==> src/rtl/sound_mem_arbiter.sv <==
// Shared sound-data memory front end: two AHB-lite-style read slaves
// (BGM and Sound) arbitrated onto one single-port synchronous-read memory.

// One read slave port: captures a read, waits for a grant, then holds the word.
module sound_mem_arbiter_port #(
    parameter int ADDR_W = 12
) (
    input  logic              clk,
    input  logic              rst,
    input  logic [31:0]       i_haddr,
    input  logic [1:0]        i_htrans,
    input  logic              i_hwrite,
    input  logic              i_grant,
    input  logic [31:0]       i_mem_rdata,
    output logic              o_pend,
    output logic [ADDR_W-1:0] o_addr,
    output logic [31:0]       o_hrdata,
    output logic              o_hready
);

    typedef enum logic [1:0] {
        ST_IDLE,
        ST_PEND,
        ST_MEMW,
        ST_DONE
    } port_state_t;

    port_state_t        r_state;
    logic [ADDR_W-1:0]  r_addr;
    logic [31:0]        r_hrdata;
    logic               r_hready;
    logic               w_capture;
    logic               w_unused;

    // Writes and idle/busy transfers are never captured; writes complete at once.
    assign w_capture = i_htrans[1] & ~i_hwrite;

    // Byte-lane bits, high address bits and HTRANS[0] carry no meaning here.
    assign w_unused = ^{i_haddr[31:ADDR_W+2], i_haddr[1:0], i_htrans[0]};

    // Per-port transaction FSM with registered HREADY and read data.
    // NOTE: sequential state uses non-blocking assignments so every register
    // samples pre-edge values and simulation matches the synthesized flops.
    always_ff @(posedge clk or posedge rst) begin
        if (rst) begin
            r_state  <= ST_IDLE;
            r_addr   <= '0;
            r_hrdata <= '0;
            r_hready <= 1'b1;
        end else begin
            case (r_state)
                ST_IDLE, ST_DONE: begin
                    if (w_capture) begin
                        r_addr   <= i_haddr[ADDR_W+1:2];
                        r_state  <= ST_PEND;
                        r_hready <= 1'b0;
                    end else begin
                        r_state  <= ST_IDLE;
                        r_hready <= 1'b1;
                    end
                end
                ST_PEND: begin
                    if (i_grant) begin
                        r_state <= ST_MEMW;
                    end
                end
                ST_MEMW: begin
                    // Memory returns data exactly one cycle after the grant.
                    r_hrdata <= i_mem_rdata;
                    r_state  <= ST_DONE;
                    r_hready <= 1'b1;
                end
                default: begin
                    r_state  <= ST_IDLE;
                    r_hready <= 1'b1;
                end
            endcase
        end
    end

    assign o_pend   = (r_state == ST_PEND);
    assign o_addr   = r_addr;
    assign o_hrdata = r_hrdata;
    assign o_hready = r_hready;

endmodule

// Top level: two read ports plus the single-grant memory arbiter.
module sound_mem_arbiter #(
    parameter int ADDR_W      = 12,
    parameter bit ROUND_ROBIN = 1'b1
) (
    input  logic              clk,
    input  logic              rst,
    input  logic [31:0]       B_HADDR,
    input  logic [1:0]        B_HTRANS,
    input  logic              B_HWRITE,
    output logic [31:0]       B_HRDATA,
    output logic              B_HREADY,
    input  logic [31:0]       S_HADDR,
    input  logic [1:0]        S_HTRANS,
    input  logic              S_HWRITE,
    output logic [31:0]       S_HRDATA,
    output logic              S_HREADY,
    output logic              MEM_EN,
    output logic [ADDR_W-1:0] MEM_ADDR,
    input  logic [31:0]       MEM_RDATA
);

    logic              w_b_pend;
    logic              w_s_pend;
    logic [ADDR_W-1:0] w_b_addr;
    logic [ADDR_W-1:0] w_s_addr;
    logic              w_grant_b;
    logic              w_grant_s;
    logic              w_s_wins;
    logic              r_last_b;      // 1: last conflict was won by B
    logic [ADDR_W-1:0] r_mem_addr;    // holds MEM_ADDR while no grant

    sound_mem_arbiter_port #(.ADDR_W(ADDR_W)) u_port_b (
        .clk         (clk),
        .rst         (rst),
        .i_haddr     (B_HADDR),
        .i_htrans    (B_HTRANS),
        .i_hwrite    (B_HWRITE),
        .i_grant     (w_grant_b),
        .i_mem_rdata (MEM_RDATA),
        .o_pend      (w_b_pend),
        .o_addr      (w_b_addr),
        .o_hrdata    (B_HRDATA),
        .o_hready    (B_HREADY)
    );

    sound_mem_arbiter_port #(.ADDR_W(ADDR_W)) u_port_s (
        .clk         (clk),
        .rst         (rst),
        .i_haddr     (S_HADDR),
        .i_htrans    (S_HTRANS),
        .i_hwrite    (S_HWRITE),
        .i_grant     (w_grant_s),
        .i_mem_rdata (MEM_RDATA),
        .o_pend      (w_s_pend),
        .o_addr      (w_s_addr),
        .o_hrdata    (S_HRDATA),
        .o_hready    (S_HREADY)
    );

    // Grant selection: at most one pending port wins each cycle.
    // NOTE: every always_comb output gets a default first so no path leaves
    // it unassigned, which would otherwise infer a latch.
    always_comb begin
        w_s_wins  = 1'b1;
        w_grant_b = 1'b0;
        w_grant_s = 1'b0;
        if (ROUND_ROBIN) begin
            // On conflict, the port that lost the previous conflict goes first.
            w_s_wins = r_last_b;
        end
        w_grant_s = w_s_pend & (~w_b_pend | w_s_wins);
        w_grant_b = w_b_pend & (~w_s_pend | ~w_s_wins);
    end

    // Conflict history and held memory address.
    always_ff @(posedge clk or posedge rst) begin
        if (rst) begin
            r_last_b   <= 1'b1;
            r_mem_addr <= '0;
        end else begin
            if (w_b_pend && w_s_pend) begin
                r_last_b <= w_grant_b;
            end
            if (w_grant_s) begin
                r_mem_addr <= w_s_addr;
            end else if (w_grant_b) begin
                r_mem_addr <= w_b_addr;
            end
        end
    end

    assign MEM_EN   = w_grant_b | w_grant_s;
    assign MEM_ADDR = w_grant_s ? w_s_addr :
                      w_grant_b ? w_b_addr : r_mem_addr;

endmodule
==> config.mk <==
export PLATFORM = sky130hd
export DESIGN_NAME = sound_mem_arbiter
export DESIGN_NICKNAME = d
export VERILOG_FILES = /design/src/rtl/sound_mem_arbiter.sv
export SDC_FILE = /design/constraint.sdc
export NUM_CORES = 1
export LEC_CHECK = 0
export BUFFER_PORTS_ARGS = -buffer_cell sky130_fd_sc_hd__buf_2
export CAP_MARGIN = 20
export CORE_MARGIN = 8
export CORE_UTILIZATION = 40
export CTS_CLUSTER_DIAMETER = 40
export DETAILED_ROUTE_END_ITERATION = 10
export MAX_ROUTING_LAYER = met4
export PLACE_DENSITY_LB_ADDON = 0.12
export SLEW_MARGIN = 10
export SYNTH_ARGS = -nofsm -noshare
export SYNTH_HDL_FRONTEND = slang
export SYNTH_SLANG_ARGS = --single-unit
==> constraint.sdc <==
create_clock -name clk -period 3.31 [get_ports clk]
set_clock_uncertainty 0.2 [all_clocks]
set_input_delay 0.1655 -clock clk [delete_from_list [all_inputs] [get_ports clk]]
set_output_delay 0.1655 -clock clk [all_outputs]
set_load 0.005 [all_outputs]
== Word level (Yosys, flattened, before mapping) ==
Cells that the tools add are included.

* Output and inout port bits: 79
* Memory bits (read-only): 0
* Input port bits: 104
* Bits in writable memories: 0
* Latch bits: 0
* Word-level logic and storage cells: 51
* Register bits after elaboration: 107
* Memories: 0

* $add $sub $neg: 0
* Reduce and logical (&&, ||, !) cells: 9
* Eq/ne operators: 8
* Mux-type cells: 12
* Divide/modulo/power cells: 0
* Multipliers: 0
* Shift operators: 0
* Bitwise gates (word level): 12
* Order comparisons: 0

{| class="wikitable"
|+ Operator list
! cell !! count
|-
| 12-bit two-way mux || 2
|-
| 2-bit one-hot mux with 3 select lines || 2
|-
| 2-bit == test, second input constant || 4
|-
| 1-bit inverter || 5
|-
| 1-bit bitwise AND || 4
|-
| 2-bit by 1-bit == test with 1-bit output, second input constant || 2
|-
| 2-bit zero test || 2
|-
| 1-bit two-way mux || 4
|-
| 2-bit two-way mux || 2
|-
| 2-bit by 1-bit inequality test with 1-bit output, second input constant || 2
|-
| 1-bit one-hot mux with 2 select lines || 2
|-
| 2-bit AND reduction || 2
|-
| 2-bit nonzero test || 2
|-
| 2-bit OR reduction || 2
|-
| 1-bit OR || 3
|-
| 1-bit logical AND || 1
|}

== Depth between registers and ports, before layout ==
Gate-level depths: netlist of run 1.

* Word-level depth: 6
* Mapped depth: 7
* Depth with buffers taken out: 5

== Hierarchy ==
Synthesis of run 1 repeated with hierarchy kept, for this count alone.

* Cells, all modules: 301
* Area total of the unflattened synthesis: 4596.9 um2

{| class="wikitable"
|+ By module, submodules not included
! module !! area each (um2) !! times used !! cells each
|-
| sound_mem_arbiter_port || 1891.8 || 2 || 112
|-
| sound_mem_arbiter || 813.3 || 1 || 77
|}

== Least setup slack after synthesis of run 1 ==
No wires, ideal clock.

* Path kind: register to output
* Start: register u_port_b.r_state[1]
* End: output port MEM_ADDR[10]
* Path slack: 1624 ps
* Cell stages (with the launch flop): 7
* Path buffers: 1
* Arrival time: 1321 ps
* Cells stage by stage: dfrtp_1 -> inv_1 -> ha_1 -> inv_1 -> o21ai_4 -> buf_6 -> mux2i_1

* Cells in the longest elaborated chain, start to end: 5

{| class="wikitable"
|+ Ends and longest elaborated chain
! element !! line !! text
|-
| from (decl) || 28 || <nowiki>port_state_t r_state;</nowiki>
|-
| from (signal assigned) || 46 || <nowiki>r_state <= ST_IDLE;</nowiki>
|-
| from (signal assigned) || 55 || <nowiki>r_state <= ST_PEND;</nowiki>
|-
| from (signal assigned) || 58 || <nowiki>r_state <= ST_IDLE;</nowiki>
|-
| 2-bit by 1-bit == test with 1-bit output * || 81 || <nowiki>assign o_pend = (r_state == ST_PEND);</nowiki>
|-
| 1-bit inverter || 159 || <nowiki>w_grant_s = w_s_pend & (~w_b_pend | w_s_wins);</nowiki>
|-
| 1-bit OR || 159 ||
|-
| 1-bit bitwise AND || 159 ||
|-
| 12-bit two-way mux * || -- ||
|-
| to (decl) || 106 || <nowiki>output logic [ADDR_W-1:0] MEM_ADDR,</nowiki>
|}

Mark *: on every way between the ends. The rest lies on a longest branch, timed or not.

== Final worst setup path of run 1 ==
* Start: register u_port_b.r_state[1]
* End: output port MEM_ADDR[6]

The elaborated chain is that of the path after synthesis.

==> metrics.cfg, run 1 <==
[power_and_ir_drop]
powerDensity_nw_per_um2=906
leakage_nw=2.82
p_clk_share_pct=13.1
p_sw_share_pct=32.8
ir_drop_mv=0.370
combPwrFrac_pct=43.5
p_switching_w=0.00174
p_int_w=0.00357
seqPwrFrac_pct=43.5

[sta]
worst_slew_pin_slew_ns=0.899
setup_tns_ns=0
maxSlewHeadroom_pct=40.1
finalHoldViolCount=0
setup_violations=0
period_share_pct=77.9
rsz0062_at_grt=false
period_needed_ns=2.58
final_max_slew_viol_count=0
max_clock_freq_ghz=0.388
worst_hold_slack_ns=0.0304

[final_layout]
drive_above_1_share_pct=52.7
nets=591
area_delta_synth_final_pct=35.9
n_fill_cell=947
diodes=0

[route]
top_layer=met4
vias=2931
via_per_inst=4.68
dr_wl_met2_mm=4.89
drc=0
drt-initial-drc-count=89
dr_wl_met3_microns=486
wl_per_cell_microns=15.9
totalWireLength_mm=9.94
first_pass_iters=4
wl_met1_mm=4.44
ant_nets=0

[critical_path]
regToRegStartpoint=u_port_b.r_state[0]
cp-start-kind=flip-flop
critPathLaunch=u_port_b.r_state[1]
r2r_setup_slack_ns=1.30
crit_path_end=MEM_ADDR[6]
critPathMaxFanout=13
cp.arrival_ns=2.21
cp.required_ns=2.94
reg2regPathDepth=3
r2r_end=u_port_b.o_hrdata[22]
cp-end-kind=output port
critical_path_class=flip-flop to output port

[cts]
cts_sinks=107
clockBufferDepth=2
cts-buffers-inserted=9
cts-htree-levels=3
clk_pin_slew_worst_paths_ns=0.09
clock_latency_ns=0.35
cts-root-buf=clkbuf_8
cts_tree=built

[synthesis]
ys_types=23
async_reset_ff_share_pct=100
synth_top_cell_by_area=dfrtp_1
synth_common_cells=dfrtp_1 (104), mux2_2 (88), inv_1 (20)
synthFlopType=dfrtp_1
ys_ff_latch=107
synth_area_leaders=dfrtp_1 (60%), mux2_2 (23%), mux2i_1 (2.8%), dfstp_2 (1.8%), inv_1 (1.7%)
synth.cell_area_sq_um=4310
yosysMostFrequentCell=dfrtp_1
synth_edf_count=0
netlist.area_leader.share_pct=60.3
ys_seq_area_share_pct=62.2
synth.avg_cell_area_sq_um=15.2
ys.warnings.count=0
syn-instance-count=284
syn_nets=393

[worst_hold_path]
hp-class=input port to flip-flop
hp-start=S_HTRANS[1]

[grt]
antenna_found_initial=0
grt_pass1_wl_mm=16.7
grt_pass1_vias=3365
grt_overflow_total=0
grt_max_degree=62
grt.total_usage_pct=14.6

[placed_design]
dpl.hpwl_mm=6.80
place.port_buffers=140
place_congestion=0.692

[floorplanning]
fp-row-count=38
die_height_microns=120
die_area_sq_um=14400
start_util_pct=40.3
die_w_microns=120
core-area_sq_um=10700
ios=183

[status]
status=complete, no violations

[job]
maxCapViolCount=0

[metal layers]
metal | up-vias | track usage [%]
li1 | 1375 | -
met1 | 1463 | 17.5
met2 | 83 | 24.5
met3 | 10 | 2.91
met4 | 0 | 4.45
met5 | - | -
[worst min path at each step]
stage / to / slack, ns / depth (start not counted)
after floorplan: u_port_b.o_addr[0] / 0.12 / 1
after global placement: u_port_s.o_hrdata[12] / 0.15 / 2
after detailed placement: u_port_b.o_hrdata[20] / 0.16 / 2
after CTS: u_port_b.o_hready / 0.007 / 3
after global routing: u_port_s.o_hready / 0.03 / 3
final: u_port_s.o_hready / 0.03 / 3
[flip-flops by register name, summed over array words and instances, names as in the netlist]
signal,count
r_last_b,1
u_port_s.o_hready,1
u_port_s.o_hrdata,32
u_port_b.o_hrdata,32
u_port_s.r_state,2
u_port_b.o_hready,1
u_port_b.r_state,2
u_port_s.o_addr,12
u_port_b.o_addr,12
r_mem_addr,12
[area by class of cell]
type	count	area (sq um)	area share, %
multi-input combinational	142	1450	24.8
sequential	107	2680	45.8
tap	140	175	2.99
clock inverter	4	28.8	0.491
inverter	20	77.6	1.32
clock buffer	11	131	2.24
timing repair buffer	202	1310	22.4
[power by group through the flow]
stage	Clock, W	Sequential (W)	Combinational, W
global route	0.000779	0.00240	0.00254
global placement	0	0.00231	0.00228
finish	0.000694	0.00231	0.00231
detailed placement	0	0.00234	0.00232
floorplan	0	0.00234	0.00143
CTS	0.000728	0.00231	0.00237
[cell usage in the layout, fill, tap and decap left out, types with 4 or more instances in the layout]
cell	instances
a21oi_1	4
buf_2	140
clkbuf_8	9
dfrtp_1	104
dlygate4sd3_1	59
inv_1	19
mux2_2	88
mux2i_1	12
nor2_1	4
o22ai_1	10
[cell families after synthesis]
family / Yosys count / synth area share (%)
multiplexers: 100 / 25.8
flip-flops: 107 / 62.2
AO/OA/AOI/OAI: 21 / 3.66
AND/OR/NAND/NOR: 16 / 2.70
adder cells (fa/ha/maj): 5 / 1.45
buffers and inverters: 35 / 4.26
[per-stage QoR]
step / setup WS (ns) / power (W) / std cells / util [%] / cell area (sq um)
after floorplan: 0.132 / 0.00377 / 284 / - / 4310
after global placement: 1.16 / 0.00459 / 552 / 47.8 / 5110
after global routing: 0.612 / 0.00573 / 626 / 54.8 / 5860
final: 0.732 / 0.00531 / 626 / 54.8 / 5860
after CTS: 0.695 / 0.00541 / 626 / 54.8 / 5860
after detailed placement: 1.10 / 0.00466 / 552 / 47.8 / 5110
[repair_timing]
item,in CTS,in global routing
hold endpoints to repair,146,0
hold buffers,59,0
gates resized for setup,0,0
setup endpoints to repair,0,0
setup buffers,0,0
[critical path, stage by stage (launching register included)]
cell and delay, ns:
dfrtp_1 0.41, inv_1 0.08, ha_1 0.24, inv_1 0.10
o21ai_4 0.52, mux2i_1 0.36, buf_2 0.17
Note: power is estimated with default switching activity, not from simulation.
==> run 2, diff against run 1 <==
--- a/config.mk
+++ b/config.mk
@@ -5,6 +5,7 @@
 export SDC_FILE = /design/constraint.sdc
 export NUM_CORES = 1
 export LEC_CHECK = 0
+export ABC_AREA = 1
 export BUFFER_PORTS_ARGS = -buffer_cell sky130_fd_sc_hd__buf_2
 export CAP_MARGIN = 20
 export CORE_MARGIN = 8
==> constraint.sdc (replaced) <==
create_clock -name clk -period 2.23 [get_ports clk]
set_clock_uncertainty 0.2 [all_clocks]
set_input_delay 0.1115 -clock clk [delete_from_list [all_inputs] [get_ports clk]]
set_output_delay 0.1115 -clock clk [all_outputs]
set_load 0.005 [all_outputs]
==> run 2 against run 1 <==
Against the previous run: flip-flop and latch count is the same; wire length increased by 25%; clock power increased by 69%; setup slack worse by 0.63 ns; critical path depth unchanged; combinational power grew 61%; sequential share of layout area is 2.8 points lower; die area increased by 3.2%; global-route usage is 2.9 points higher; synthesized cell count up 84%; via count up 35%; synthesized area grew 3.7%; critical path type unchanged; highest routed layer unchanged.
==> metrics.cfg, run 2 <==
[status]
status=complete, no violations

[floorplanning]
fp-row-count=38  ; unchanged
core-area_sq_um=10900  ; +1.8%
ios=183  ; unchanged
die_area_sq_um=14800  ; +3.2%
die_height_microns=122  ; +1.6%
start_util_pct=41.1  ; +0.77 points
die_w_microns=122  ; +1.6%

[sta]
maxSlewHeadroom_pct=45.7  ; +5.7 points
worst_hold_slack_ns=0.0122  ; -0.0182 ns
period_needed_ns=2.13
setup_tns_ns=0  ; unchanged
finalHoldViolCount=0  ; unchanged
rsz0062_at_grt=false
period_share_pct=95.3
worst_slew_pin_slew_ns=0.811  ; -0.0879 ns
max_clock_freq_ghz=0.470
final_max_slew_viol_count=0  ; unchanged
setup_violations=0  ; unchanged

[placed_design]
postPlaceCellArea_sq_um=5270  ; +3.2%
place_congestion=0.728  ; +5.1%
dpl.hpwl_mm=8.01  ; +18%
place.port_buffers=140  ; unchanged

[cts]
cts_tree=built
clk_pin_slew_worst_paths_ns=0.09  ; about the same
cts-htree-levels=3  ; unchanged
cts-root-buf=clkbuf_8
cts-buffers-inserted=9  ; unchanged
clock_latency_ns=0.37  ; +0.02 ns
cts_sinks=107  ; unchanged
clockBufferDepth=2  ; unchanged

[job]
maxCapViolCount=0  ; unchanged

[synthesis]
synth_area_leaders=dfrtp_1 (58%), nand2_1 (23%), nand3_1 (5.8%), inv_1 (2.4%), dfstp_2 (1.8%)
synth.cell_area_sq_um=4470  ; +3.7%
async_reset_ff_share_pct=100  ; unchanged
ys_types=20  ; -13%
ys_seq_area_share_pct=59.9  ; -2.2 points
yosysMostFrequentCell=nand2_1
synth_common_cells=nand2_1 (279), dfrtp_1 (104), nand3_1 (52)
syn_nets=632  ; +61%
synth.avg_cell_area_sq_um=8.55  ; -44%
synth_top_cell_by_area=dfrtp_1
ys.warnings.count=0  ; unchanged
synthFlopType=dfrtp_1
netlist.area_leader.share_pct=58.2  ; -2.2 points
ys_ff_latch=107  ; unchanged
synth_edf_count=0  ; unchanged
syn-instance-count=523  ; +84%

[critical_path]
critical_path_class=flip-flop to output port
r2r_setup_slack_ns=0.20  ; -1.10 ns
cp.arrival_ns=1.81  ; -0.40 ns
r2r_end=u_port_s.o_addr[3]
cp.required_ns=1.92  ; -1.02 ns
cp-end-kind=output port
critPathMaxFanout=26  ; +13
regToRegStartpoint=u_port_s.r_state[0]
reg2regPathDepth=6  ; +3
cp-start-kind=flip-flop

[route]
wl_per_cell_microns=14.1  ; -11%
ant_nets=0  ; unchanged
totalWireLength_mm=12.4  ; +25%
via_per_inst=4.50  ; -3.8%
drt-initial-drc-count=297  ; +230%
drc=0  ; unchanged
first_pass_iters=4  ; unchanged
vias=3963  ; +35%

[final_layout]
nets=845  ; +43%
drive_above_1_share_pct=24.1  ; -29 points
fin_util_pct=57.4  ; +2.6 points
layout_common_cells=nand2_1 (278), buf_2 (140), dfrtp_1 (104)
area_delta_synth_final_pct=39.7
final_common_cell=nand2_1
diodes=0  ; unchanged
fin_area_sq_um=6250  ; +6.6%

[worst_hold_path]
min_to=u_port_b.o_addr[5]
hp-start=B_HWRITE
hp-class=input port to flip-flop
holdPathStages=4  ; +1

[grt]
grt_pass1_wl_mm=20.2  ; +21%
grt_pass1_vias=4143  ; +23%
antenna_found_initial=0  ; unchanged
grt_overflow_total=0  ; unchanged
grt_max_degree=108  ; +74%
grt.total_usage_pct=17.5  ; +2.9 points

[power_and_ir_drop]
p_total_w=0.00829  ; +56%
powerDensity_nw_per_um2=1330  ; +46%
ir_drop_mv=0.646  ; +74%
leakage_nw=3.44  ; +22%

[run 2: changes by cell type after synthesis, moves of 6 or more]
| cell | delta |
|---|---|
| nand3_1 | +50 |
| inv_1 | +9 |
| o22ai_1 | -10 |
| nand2_1 | +277 |
| mux2_2 | -88 |
| or2_2 | +6 |
| buf_4 | +8 |
| mux2i_1 | -12 |
[run 2: layout make-up]
type | instances | area, sq um
fillers | 969 | 4640
well taps | 140 | 175
flip-flops and latches | 107 | 2680
inverters | 31 | 120
clock buffers | 10 | 128
clock inverters | 5 | 53.8
multi-input cells | 360 | 1510
repair buffers | 227 | 1580
[run 2: how the worst max path moves through the flow]
stage	start	to	slack (ns)	cells past startpoint
3_5_place_dp	u_port_s.r_state[1]	MEM_ADDR[1]	0.38	7
4_1_cts	u_port_s.r_state[1]	MEM_ADDR[10]	0.07	7
6_report	u_port_b.r_state[0]	MEM_ADDR[1]	0.10	6
5_1_grt	u_port_b.r_state[0]	MEM_ADDR[1]	0.002	6
3_3_place_gp	u_port_s.r_state[1]	MEM_ADDR[0]	0.46	7
2_1_floorplan	rst	r_mem_addr[0]	0.63	1
[run 2: cells by family after synthesis]
group	share of synthesized area [%]
simple gates	31.7
flops	59.9
buf+inv	6.32
compound gates	0.615
fa+ha+maj	1.40
[run 2: layer usage]
layer | vias up | share of wire (%) | track usage (%)
met4 | 0 | 0.36 | 5.17
met3 | 5 | 5.2 | 4.44
met1 | 1844 | 46 | 22.3
li1 | 2013 | - | -
met5 | - | 0 | -
met2 | 101 | 48 | 27.0
[run 2: per-stage QoR]
stage                     worst slack, ns  cells
final                               0.105    880
after global routing              0.00209    880
after CTS                          0.0654    880
after detailed placement            0.376    786
after global placement              0.458    786
after floorplan                     0.633    523
[run 2: worst max-delay path: stages, from the launching register on]
cell	delay (ns)
dfrtp_1	0.43
ha_1	0.21
buf_4	0.20
or2_2	0.29
nand3_1	0.09
nand2_1	0.09
buf_2	0.14
[run 2: what timing repair did]
action	CTS	global route
resized for setup	1	1
endpoints found under the setup margin	11	9
hold endpoints to repair	192	0
hold buffers	79	0
buffers inserted	0	0
[run 2: where the power goes]
| group | switching [W] | leakage, nW | internal, W | total (W) |
|---|---|---|---|---|
| sequential | 0.000493 | 1.31 | 0.00291 | 0.00340 |
| combinational | 0.00217 | 2.03 | 0.00155 | 0.00372 |
| clock | 0.000653 | 0.0963 | 0.000513 | 0.00117 |
| total | 0.00332 | 3.44 | 0.00497 | 0.00829 |
==> run 3, diff against run 2 <==
--- a/config.mk
+++ b/config.mk
@@ -14,6 +14,9 @@
 export DETAILED_ROUTE_END_ITERATION = 10
 export MAX_ROUTING_LAYER = met4
 export PLACE_DENSITY_LB_ADDON = 0.12
+export REMOVE_ABC_BUFFERS = 1
+export SETUP_SLACK_MARGIN = 0.2
+export SKIP_CTS_REPAIR_TIMING = 1
 export SLEW_MARGIN = 10
 export SYNTH_ARGS = -nofsm -noshare
 export SYNTH_HDL_FRONTEND = slang
==> run 3 against run 2 <==
Against the previous run: the flow now finishes with violations (negative hold slack); die area unchanged; combinational power up 11%; hold slack worse by 0.042 ns; core utilization up 1.1 points; sequential share of layout area down 0.81 points; first-iteration DRC count down 39%; highest routed layer unchanged; via count down 0.38%; cell area up 2.0%.
==> metrics.cfg, run 3 (same netlist as run 2, synthesis figures left out) <==
[power_and_ir_drop]
ir_drop_mv=0.594  ; -8.0%
leakage_nw=3.56  ; +3.5%
powerDensity_nw_per_um2=1410  ; +6.0%

[route]
vias=3948  ; -0.38%
drt-initial-drc-count=181  ; -39%
ant_nets=0  ; unchanged
wl_per_cell_microns=14.3  ; +1.5%
via_per_inst=4.51  ; +0.19%
totalWireLength_mm=12.5  ; +0.97%
first_pass_iters=5  ; +1
drc=0  ; unchanged

[final_layout]
layout_common_cells=nand2_1 (272), buf_2 (137), dfrtp_1 (103)
fin_area_sq_um=6370  ; +2.0%
final-instance-count-excl-fill=875  ; -0.57%
area_delta_synth_final_pct=42.5
nets=839  ; -0.71%
diodes=0  ; unchanged
n_fill_cell=968  ; -0.10%
drive_above_1_share_pct=28.8  ; +4.8 points
final_common_cell=nand2_1
fin_util_pct=58.5  ; +1.1 points

[floorplanning]
core-area_sq_um=10900  ; unchanged
die_area_sq_um=14800  ; unchanged
start_util_pct=41.1  ; unchanged
fp-row-count=38  ; unchanged
die_height_microns=122  ; unchanged
die_w_microns=122  ; unchanged
ios=183  ; unchanged

[sta]
worst_hold_slack_ns=-0.0303  ; -0.0425 ns
final_max_slew_viol_count=0  ; unchanged
setup_tns_ns=0  ; unchanged
max_clock_freq_ghz=0.498  ; +5.8%
maxSlewHeadroom_pct=45.2  ; -0.50 points
setup_slack_ns=0.220  ; +0.116 ns
rsz0062_at_grt=true
finalHoldViolCount=21  ; +21
setup_violations=0  ; unchanged
period_needed_ns=2.01  ; -0.116 ns
worst_slew_pin_slew_ns=0.819  ; +0.00752 ns
period_share_pct=90.1  ; -5.2 points

[critical_path]
crit_path_frequent_cell=buf_6
slowest_delay_ns=0.46  ; +0.03 ns
cp_cell_sequence=ha_4 > buf_6 > or2_2 > nand3_2 > nand2_2 > buf_6
cp-start-kind=flip-flop
cp-end-kind=output port
cp_slowest_cell=dfrtp_2
r2r_setup_slack_ns=0.44  ; +0.24 ns
critPathMaxFanout=5  ; -81%
cp.required_ns=1.92  ; about the same
cp.arrival_ns=1.70  ; -0.11 ns
critical_path_class=flip-flop to output port

[placed_design]
place_inst=790  ; +0.51%
dp_slack_ns=0.297  ; -0.0789 ns
place.port_buffers=140  ; unchanged
dpl.hpwl_mm=8.33  ; +4.1%
place_congestion=0.774  ; +6.4%
postPlaceCellArea_sq_um=5310  ; +0.78%

[cts]
clk_pin_slew_worst_paths_ns=0.10  ; about the same
cts_sinks=107  ; unchanged
cts-htree-levels=3  ; unchanged
clock_latency_ns=0.38  ; about the same
clockBufferDepth=2  ; unchanged
cts-root-buf=clkbuf_8
cts_tree=built
cts-buffers-inserted=9  ; unchanged

[status]
violations=negative hold slack
status=finished with violations

[job]
maxCapViolCount=0  ; unchanged

[worst_hold_path]
hp-class=input port to flip-flop

[grt]
grt_pass1_vias=3751  ; -9.5%
grt_max_degree=47  ; -56%
grt.total_usage_pct=16.8  ; -0.70 points
antenna_found_initial=0  ; unchanged
grt_overflow_total=0  ; unchanged
grt_pass1_wl_mm=19.1  ; -5.6%

==> run 3: cell types whose count changed in the layout (fill, tap and decap cells not counted), moves of 3 or more <==
cell,delta
buf_6,+7
buf_2,-3
nand2_2,+4
or2_4,+5
buf_4,+10
dlygate4sd3_1,-22
nand2_1,-6
nand3_2,+7
or2_2,-5
nand3_1,-7
==> run 3: worst max-delay path: cells and delay by family (launching register included) <==
kind / cells / cell delay (ns)
fa+ha+maj: 1 / 0.20
buf+inv: 2 / 0.25
simple gates: 3 / 0.41
flops: 1 / 0.46
==> run 3: area by class of cell <==
| type | instances | area, sq um | share of cell area [%] |
|---|---|---|---|
| well taps | 140 | 175 | 2.75 |
| clock buffers | 11 | 141 | 2.22 |
| inverters | 31 | 126 | 1.98 |
| multi-input cells | 361 | 1630 | 25.6 |
| flip-flops and latches | 107 | 2680 | 42.1 |
| repair buffers | 220 | 1520 | 23.8 |
| clock inverters | 5 | 100 | 1.57 |
==> run 3: final timing paths <==
check	startpoint	endpoint	depth (start not counted)
setup / recovery	u_port_b.r_state[0]	MEM_ADDR[4]	6
hold / removal	B_HWRITE	u_port_b.o_addr[0]	5
setup reg to reg	u_port_b.r_state[0]	u_port_b.o_addr[5]	5
hold reg to reg	u_port_b.o_hrdata[19]	u_port_b.o_hrdata[19]	2
max in group asynchronous	rst	u_port_b.o_hready	4
min in group asynchronous	rst	u_port_b.r_state[0]	3
==> run 3: metrics by stage <==
| step | hold WS [ns] | power [W] |
|---|---|---|
| after floorplan | 0.0240 | 0.00533 |
| after global placement | -0.137 | 0.00700 |
| after detailed placement | -0.137 | 0.00710 |
| after CTS | -0.565 | 0.00855 |
| after global routing | -0.000523 | 0.00973 |
| final | -0.0303 | 0.00896 |
==> run 3: layer usage <==
layer	vias to the layer above	wire, microns	GRT usage [%]	part of all wire (%)
li1	2001	-	-	-
met1	1834	5720	21.5	46
met2	100	5880	25.1	47
met3	13	757	4.03	6.1
met4	0	148	6.71	1.2
met5	-	0	-	0
==> run 3: where the power goes <==
group / internal, W / leakage [nW] / switching, W
Sequential: 0.00291 / 1.31 / 0.000484
Clock: 0.000773 / 0.123 / 0.000656
Combinational: 0.00180 / 2.13 / 0.00233
